File: src/rtl/next_addr_sequencer_if.sv
// Bus between the next-address sequencer and its environment: core control,
// instruction fetch handshake, execute-stage branch/flag inputs, and status.
interface next_addr_sequencer_if #(
  parameter int unsigned ADDR_W = 8
);
  // core control
  logic              start;
  logic              halt;
  // instruction fetch
  logic              fetchReq;
  logic [ADDR_W-1:0] fetchAddr;
  logic              fetchAck;
  // execute stage
  logic              execValid;
  logic              isBranch;
  logic [2:0]        brType;
  logic [ADDR_W-1:0] brTarget;
  logic              flagWe;
  logic              zIn;
  logic              cIn;
  logic              sIn;
  logic              vIn;
  // status
  logic [ADDR_W-1:0] pc;
  logic              zFlag;
  logic              carryFlag;
  logic              signFlag;
  logic              overflowFlag;
  logic              brTaken;
  logic              busy;
  logic              fetchErr;

  // sequencer side
  modport master (
    input  start, halt, fetchAck, execValid, isBranch, brType, brTarget,
           flagWe, zIn, cIn, sIn, vIn,
    output fetchReq, fetchAddr, pc, zFlag, carryFlag, signFlag, overflowFlag,
           brTaken, busy, fetchErr
  );

  // environment side
  modport slave (
    output start, halt, fetchAck, execValid, isBranch, brType, brTarget,
           flagWe, zIn, cIn, sIn, vIn,
    input  fetchReq, fetchAddr, pc, zFlag, carryFlag, signFlag, overflowFlag,
           brTaken, busy, fetchErr
  );
endinterface

File: src/rtl/next_addr_sequencer.sv
// Next-address sequencer: owns the PC and Z/C/S/V flags, runs the fetch
// handshake with a bounded wait, and resolves branches on instruction retire.
module next_addr_sequencer #(
  parameter int unsigned ADDR_W        = 8,
  parameter int unsigned RESET_ADDR    = 0,
  parameter int unsigned FETCH_TIMEOUT = 15
) (
  input logic                  clk,
  input logic                  rstN,
  next_addr_sequencer_if.master bus
);

  typedef enum logic [1:0] {
    IDLE,
    FETCH,
    EXEC,
    HALTED
  } state_e;

  state_e            state_q, state_d;
  logic [ADDR_W-1:0] pc_q, pc_d;
  logic              z_q, z_d;
  logic              c_q, c_d;
  logic              s_q, s_d;
  logic              v_q, v_d;
  logic [7:0]        cnt_q, cnt_d;
  logic              err_q, err_d;
  logic              taken_q, taken_d;
  logic              req_q, req_d;
  logic              cond;

  // Branch condition, always on the flags as registered before this edge
  always_comb begin
    cond = 1'b0;
    case (bus.brType)
      3'd0:    cond = z_q;
      3'd1:    cond = c_q;
      3'd2:    cond = s_q;
      3'd3:    cond = v_q;
      3'd4:    cond = ~z_q;
      3'd5:    cond = ~c_q;
      3'd6:    cond = ~s_q;
      default: cond = 1'b1;
    endcase
  end

  // Next-state, PC, flag, timeout and pulse logic
  always_comb begin
    state_d = state_q;
    pc_d    = pc_q;
    z_d     = z_q;
    c_d     = c_q;
    s_d     = s_q;
    v_d     = v_q;
    cnt_d   = cnt_q;
    err_d   = err_q;
    taken_d = 1'b0;
    case (state_q)
      IDLE, HALTED: begin
        if (bus.start) begin
          state_d = FETCH;
          err_d   = 1'b0;
          cnt_d   = '0;
        end
      end
      FETCH: begin
        // the current cycle counts toward the limit, so an ack on the
        // limiting cycle still wins over the timeout
        if (bus.fetchAck) begin
          state_d = EXEC;
          cnt_d   = '0;
        end else if (cnt_q == 8'(FETCH_TIMEOUT - 1)) begin
          state_d = HALTED;
          err_d   = 1'b1;
          cnt_d   = '0;
        end else begin
          cnt_d = cnt_q + 8'd1;
        end
      end
      EXEC: begin
        if (bus.execValid) begin
          if (bus.isBranch && cond) begin
            pc_d    = bus.brTarget;
            taken_d = 1'b1;
          end else begin
            pc_d = pc_q + ADDR_W'(1);
          end
          if (bus.flagWe) begin
            z_d = bus.zIn;
            c_d = bus.cIn;
            s_d = bus.sIn;
            v_d = bus.vIn;
          end
          state_d = bus.halt ? HALTED : FETCH;
        end
      end
      default: state_d = IDLE;
    endcase
    req_d = (state_d == FETCH);
  end

  // State and output registers
  always_ff @(posedge clk or negedge rstN) begin
    if (!rstN) begin
      state_q <= IDLE;
      pc_q    <= ADDR_W'(RESET_ADDR);
      z_q     <= 1'b0;
      c_q     <= 1'b0;
      s_q     <= 1'b0;
      v_q     <= 1'b0;
      cnt_q   <= '0;
      err_q   <= 1'b0;
      taken_q <= 1'b0;
      req_q   <= 1'b0;
    end else begin
      state_q <= state_d;
      pc_q    <= pc_d;
      z_q     <= z_d;
      c_q     <= c_d;
      s_q     <= s_d;
      v_q     <= v_d;
      cnt_q   <= cnt_d;
      err_q   <= err_d;
      taken_q <= taken_d;
      req_q   <= req_d;
    end
  end

  assign bus.fetchReq     = req_q;
  assign bus.fetchAddr    = pc_q;
  assign bus.pc           = pc_q;
  assign bus.zFlag        = z_q;
  assign bus.carryFlag    = c_q;
  assign bus.signFlag     = s_q;
  assign bus.overflowFlag = v_q;
  assign bus.brTaken      = taken_q;
  assign bus.busy         = (state_q == FETCH) || (state_q == EXEC);
  assign bus.fetchErr     = err_q;

endmodule
File: src/flat_wrapper.sv
// flat-port wrapper written by rule: the top's interface ports become plain ports
module next_addr_sequencer_flat 
#(
  parameter int unsigned ADDR_W        = 8,
  parameter int unsigned RESET_ADDR    = 0,
  parameter int unsigned FETCH_TIMEOUT = 15
)
  (clk, rstN, bus_start, bus_halt, bus_fetchAck, bus_execValid, bus_isBranch, bus_brType, bus_brTarget, bus_flagWe, bus_zIn, bus_cIn, bus_sIn, bus_vIn, bus_fetchReq, bus_fetchAddr, bus_pc, bus_zFlag, bus_carryFlag, bus_signFlag, bus_overflowFlag, bus_brTaken, bus_busy, bus_fetchErr);
  next_addr_sequencer_if #(.ADDR_W(ADDR_W)) bus_i ();
  input logic clk;
  input logic rstN;
  input wire logic [$bits(bus_i.start)-1:0] bus_start;
  input wire logic [$bits(bus_i.halt)-1:0] bus_halt;
  input wire logic [$bits(bus_i.fetchAck)-1:0] bus_fetchAck;
  input wire logic [$bits(bus_i.execValid)-1:0] bus_execValid;
  input wire logic [$bits(bus_i.isBranch)-1:0] bus_isBranch;
  input wire logic [$bits(bus_i.brType)-1:0] bus_brType;
  input wire logic [$bits(bus_i.brTarget)-1:0] bus_brTarget;
  input wire logic [$bits(bus_i.flagWe)-1:0] bus_flagWe;
  input wire logic [$bits(bus_i.zIn)-1:0] bus_zIn;
  input wire logic [$bits(bus_i.cIn)-1:0] bus_cIn;
  input wire logic [$bits(bus_i.sIn)-1:0] bus_sIn;
  input wire logic [$bits(bus_i.vIn)-1:0] bus_vIn;
  output wire logic [$bits(bus_i.fetchReq)-1:0] bus_fetchReq;
  output wire logic [$bits(bus_i.fetchAddr)-1:0] bus_fetchAddr;
  output wire logic [$bits(bus_i.pc)-1:0] bus_pc;
  output wire logic [$bits(bus_i.zFlag)-1:0] bus_zFlag;
  output wire logic [$bits(bus_i.carryFlag)-1:0] bus_carryFlag;
  output wire logic [$bits(bus_i.signFlag)-1:0] bus_signFlag;
  output wire logic [$bits(bus_i.overflowFlag)-1:0] bus_overflowFlag;
  output wire logic [$bits(bus_i.brTaken)-1:0] bus_brTaken;
  output wire logic [$bits(bus_i.busy)-1:0] bus_busy;
  output wire logic [$bits(bus_i.fetchErr)-1:0] bus_fetchErr;
  assign bus_i.start = bus_start;
  assign bus_i.halt = bus_halt;
  assign bus_i.fetchAck = bus_fetchAck;
  assign bus_i.execValid = bus_execValid;
  assign bus_i.isBranch = bus_isBranch;
  assign bus_i.brType = bus_brType;
  assign bus_i.brTarget = bus_brTarget;
  assign bus_i.flagWe = bus_flagWe;
  assign bus_i.zIn = bus_zIn;
  assign bus_i.cIn = bus_cIn;
  assign bus_i.sIn = bus_sIn;
  assign bus_i.vIn = bus_vIn;
  assign bus_fetchReq = bus_i.fetchReq;
  assign bus_fetchAddr = bus_i.fetchAddr;
  assign bus_pc = bus_i.pc;
  assign bus_zFlag = bus_i.zFlag;
  assign bus_carryFlag = bus_i.carryFlag;
  assign bus_signFlag = bus_i.signFlag;
  assign bus_overflowFlag = bus_i.overflowFlag;
  assign bus_brTaken = bus_i.brTaken;
  assign bus_busy = bus_i.busy;
  assign bus_fetchErr = bus_i.fetchErr;
  next_addr_sequencer #(.ADDR_W(ADDR_W), .RESET_ADDR(RESET_ADDR), .FETCH_TIMEOUT(FETCH_TIMEOUT)) u_core (.clk(clk), .rstN(rstN), .bus(bus_i));
endmodule
File: config.mk
export PLATFORM = sky130hd
export DESIGN_NAME = next_addr_sequencer_flat
export DESIGN_NICKNAME = d
export VERILOG_FILES = /design/src/rtl/next_addr_sequencer_if.sv /design/src/rtl/next_addr_sequencer.sv /design/src/flat_wrapper.sv
export SDC_FILE = /design/constraint.sdc
export NUM_CORES = 1
export LEC_CHECK = 0
export ABC_AREA = 1
export CAP_MARGIN = 20
export CORE_ASPECT_RATIO = 0.6
export CORE_MARGIN = 1.5
export CORE_UTILIZATION = 45
export DETAILED_ROUTE_END_ITERATION = 8
export DONT_BUFFER_PORTS = 1
export SLEW_MARGIN = 10
export SYNTH_ARGS = -nofsm -noshare
export SYNTH_HDL_FRONTEND = slang
export SYNTH_SLANG_ARGS = --single-unit
File: constraint.sdc
create_clock -name clk -period 2.12 [get_ports clk]
set_input_delay 0.212 -clock clk [delete_from_list [all_inputs] [get_ports clk]]
set_output_delay 0.212 -clock clk [all_outputs]
set_load 0.01 [all_outputs]
==> out/summary.json <==
{
  "outcome": {"value": "complete, no violations"},
  "synth_cells": {"value": 213},
  "avgSynthCellArea": {"value": 7.64, "unit": "sq um"},
  "cts_buffer_depth": {"value": 2},
  "worst_hold_path_type": {"value": "in2reg"},
  "post_route_cells_drive_above_1_share": {"value": 11.9, "unit": "%"},
  "syn_to_final_growth": {"value": 4.30, "unit": "%"},
  "via_count": {"value": 1355},
  "global_route.overflow_total": {"value": 0},
  "slew_violations": {"value": 0},
  "detailedPlace.worstSlack": {"value": 0.431, "unit": "ns"},
  "synth_seq_cells": {"value": 25},
  "route.detailed.drc": {"value": 0},
  "least_setup_slack_across_all_paths_after_layout": {"value": 0.408, "unit": "ns"},
  "p_seq_share": {"value": 46.2, "unit": "%"},
  "ioPinCount": {"value": 47},
  "layout.cells.most_common": {"value": "sky130_fd_sc_hd__nand2_1"},
  "cts-root-buf": {"value": "sky130_fd_sc_hd__clkbuf_8"},
  "syn_area": {"value": 1630, "unit": "sq um"},
  "worstSkewPairLatency": {"value": 0.27, "unit": "ns"},
  "clock_sink_count": {"value": 25},
  "maximum_number_of_pins_on_one_net_before_global_route_repair": {"value": 26},
  "crit_chain": {"value": "inv_1 > ha_1 > inv_4 > nor2_2 > a21oi_4 > inv_2 > or2_1 > a21oi_2"},
  "num-fill-cells": {"value": 321},
  "fin_tns_setup": {"value": 0, "unit": "ns"},
  "crit_path_end_kind": {"value": "register"},
  "drt_via_density": {"value": 5.31},
  "power.combinational.fraction": {"value": 39.7, "unit": "%"},
  "worst-slew-pin-transition": {"value": 0.384, "unit": "ns"},
  "post-place-cells": {"value": 249},
  "crit_type": {"value": "reg2reg"},
  "grt_first_pass_wirelength": {"value": 6050, "unit": "microns"},
  "drt-total-wl": {"value": 3690, "unit": "microns"},
  "setup_violations": {"value": 0},
  "layout_min_cycle_time": {"value": 1.71, "unit": "ns"},
  "clkSlewWorstSetupHoldPaths": {"value": 0.09, "unit": "ns"},
  "rsz0062_at_grt": {"value": "false"},
  "dr.pass1.iters": {"value": 4},
  "chipWidth": {"value": 80.6, "unit": "microns"},
  "maxCapViolations": {"value": 0},
  "final_hold_viol_count": {"value": 0},
  "multiInputGateArea": {"value": 818, "unit": "sq um"},
  "synth-edff-count": {"value": 0},
  "synth.yosys.seq_area_share": {"value": 38.4, "unit": "%"},
  "finish.cell_count_without_fillers": {"value": 255},
  "cts_buffers": {"value": 3},
  "power.share.clock": {"value": 14.1, "unit": "%"},
  "grt_antenna_before_repair": {"value": 0},
  "crit_path_max_incr_delay": {"value": 0.42, "unit": "ns"},
  "min_period_over_period": {"value": 80.8, "unit": "%"},
  "ys_dominant_reg_cell": {"value": "sky130_fd_sc_hd__dfrtp_1"},
  "drt_first_iter_violations": {"value": 40},
  "std_cell_rows": {"value": 16},
  "synth_warnings": {"value": 0},
  "detail-route-antenna-nets": {"value": 0},
  "power_per_cell_area": {"value": 1180, "unit": "nW/um^2"},
  "h-tree-depth": {"value": 1},
  "die_height": {"value": 49.6, "unit": "microns"},
  "switchingPower": {"value": 0.000962, "unit": "W"},
  "die_area": {"value": 4000, "unit": "sq um"},
  "postCtsSetupRepairBufs": {"value": 0},
  "antenna-diode-count": {"value": 0},
  "critical_path_arrival": {"value": 1.92, "unit": "ns"},
  "regArea": {"value": 626, "unit": "sq um"},
  "slowest_cell_on_the_critical_path": {"value": "sky130_fd_sc_hd__dfrtp_1"},
  "cell_internal_pwr": {"value": 0.00104, "unit": "W"},
  "nNetsFinal": {"value": 239},
  "cts_tree": {"value": "built"},
  "mappedNetlistNets": {"value": 241},
  "avgRoutedWirePerCell": {"value": 14.5, "unit": "microns"},
  "skew": {"value": 0.00710, "unit": "ns"},
  "numPortBuffers": {"value": 0},
  "coreArea": {"value": 3360, "unit": "sq um"},
  "synth_cell_types": {"value": 31},
  "r2r_slack": {"value": 0.41, "unit": "ns"},
  "peak_supply_drop": {"value": 0.569, "unit": "mV"},
  "power.switching_fraction": {"value": 47.9, "unit": "%"},
  "via_count_of_the_first_global_routing_pass": {"value": 1314},
  "worst_setup_path_start_kind": {"value": "register"},
  "global_route.usage.total": {"value": 19.7, "unit": "%"},
  "crit_required": {"value": 2.33, "unit": "ns"},
  "start_util": {"value": 48.4, "unit": "%"},
  "dp_hpwl": {"value": 2820, "unit": "microns"},
  "asyncSetResetFlopFracSynth": {"value": 100, "unit": "%"},
  "power_leakage": {"value": 0.845, "unit": "nW"},
  "most-common-layout-cells": {"value": "62 x sky130_fd_sc_hd__nand2_1, 25 x sky130_fd_sc_hd__inv_1, 25 x sky130_fd_sc_hd__dfrtp_1, 17 x sky130_fd_sc_hd__nand3_1, 13 x sky130_fd_sc_hd__nor2_1"},
  "gpl.final_weighted_congestion": {"value": 0.817},
  "utilization": {"value": 50.5, "unit": "%"},
  "maxSlewHeadroom": {"value": 74.4, "unit": "%"},
  "worstPathMaxFanout": {"value": 8},
  "clock.fmax": {"value": 584, "unit": "MHz"}
}
## worst max-delay path: cells and delay by family, from the launching register on
family                     cells  cell delay [ns]
AOI/OAI and AO/OA              2             0.28
adders and majority gates      1             0.33
buffers and inverters          3             0.30
DFF                            1             0.42
and+or+nand+nor                2             0.32
## kinds of logic after synthesis
| kind of cell | Yosys count | share of synthesized area, % |
|---|---|---|
| xor+xnor | 8 | 4.30 |
| compound gates | 17 | 6.53 |
| mux | 2 | 1.38 |
| fa+ha+maj | 5 | 3.84 |
| simple gates | 116 | 34.2 |
| buf+inv | 40 | 11.3 |
| flops | 25 | 38.4 |
## power groups by stage
stage               Combinational (W)  Sequential (W)  Clock (W)
finish                       0.000797        0.000927   0.000282
global route                 0.000912        0.000963   0.000316
CTS                          0.000802        0.000929   0.000296
detailed placement           0.000782        0.000938          0
global placement             0.000744        0.000927          0
floorplan                    0.000781        0.000839          0
## layer usage
| layer | GRT usage (%) | wire length [microns] |
|---|---|---|
| met1 | 26.3 | 1770 |
| met2 | 31.9 | 1600 |
| met3 | 6.85 | 317 |
| met4 | 2.01 | 4 |
| met5 | 0 | 0 |
## flip-flops by register name, indices dropped and copies added (netlist names)
register,cells
u_core.bus.brTaken,1
u_core.bus.carryFlag,1
u_core.bus.fetchAddr,8
u_core.bus.fetchErr,1
u_core.bus.fetchReq,1
u_core.bus.overflowFlag,1
u_core.bus.signFlag,1
u_core.bus.zFlag,1
u_core.cnt_q,8
u_core.state_q,2
## metrics by stage
stage	hold slack (ns)	instance area (sq um)	total power, W
finish	0.0750	1700	0.00201
global route	0.0658	1700	0.00219
CTS	0.0671	1700	0.00203
detailed placement	-0.0831	1620	0.00172
global placement	-0.0830	1620	0.00167
floorplan	-0.0836	1630	0.00162
## cell type report
class                   count  area share, %
multi-input cells         148           48.2
inverters                  30           6.78
clock buffers               4           2.65
well taps                  45           3.32
repair buffers              3           2.21
flip-flops and latches     25           36.8
## synth_stat cells, types with 4 or more instances
cell type                 number  area [sq um]
sky130_fd_sc_hd__ha_1          5          62.6
sky130_fd_sc_hd__nor2_2        5          31.3
sky130_fd_sc_hd__nor2_1       13          48.8
sky130_fd_sc_hd__o21ai_1       6          30.0
sky130_fd_sc_hd__nand3_1      17          85.1
sky130_fd_sc_hd__a21oi_1       5          25.0
sky130_fd_sc_hd__nand4_1       9          56.3
sky130_fd_sc_hd__inv_2         4          15.0
sky130_fd_sc_hd__buf_4         8          60.1
sky130_fd_sc_hd__inv_1        25          93.8
sky130_fd_sc_hd__nand2_1      62           233
sky130_fd_sc_hd__dfrtp_1      25           626
sky130_fd_sc_hd__xor2_1        5          43.8
## repair_timing
item | in CTS | in global routing
endpoints found under the hold margin | 25 | 0
hold buffers | 2 | 0
gates resized for setup | 0 | 0
## path summary, 6_finish.rpt
| kind | start | to | cells after the start |
|---|---|---|---|
| worst max-delay path | u_core.state_q[0] | u_core.cnt_q[1] | 8 |
| worst min-delay path | bus_cIn | u_core.bus.carryFlag | 1 |
| worst max register to register | u_core.state_q[0] | u_core.cnt_q[1] | 8 |
| worst min register to register | u_core.cnt_q[0] | u_core.cnt_q[0] | 1 |
| max in group asynchronous | rstN | u_core.bus.brTaken | 2 |
| min in group asynchronous | rstN | u_core.cnt_q[4] | 2 |
No activity file was read; power rests on OpenSTA's default activity.
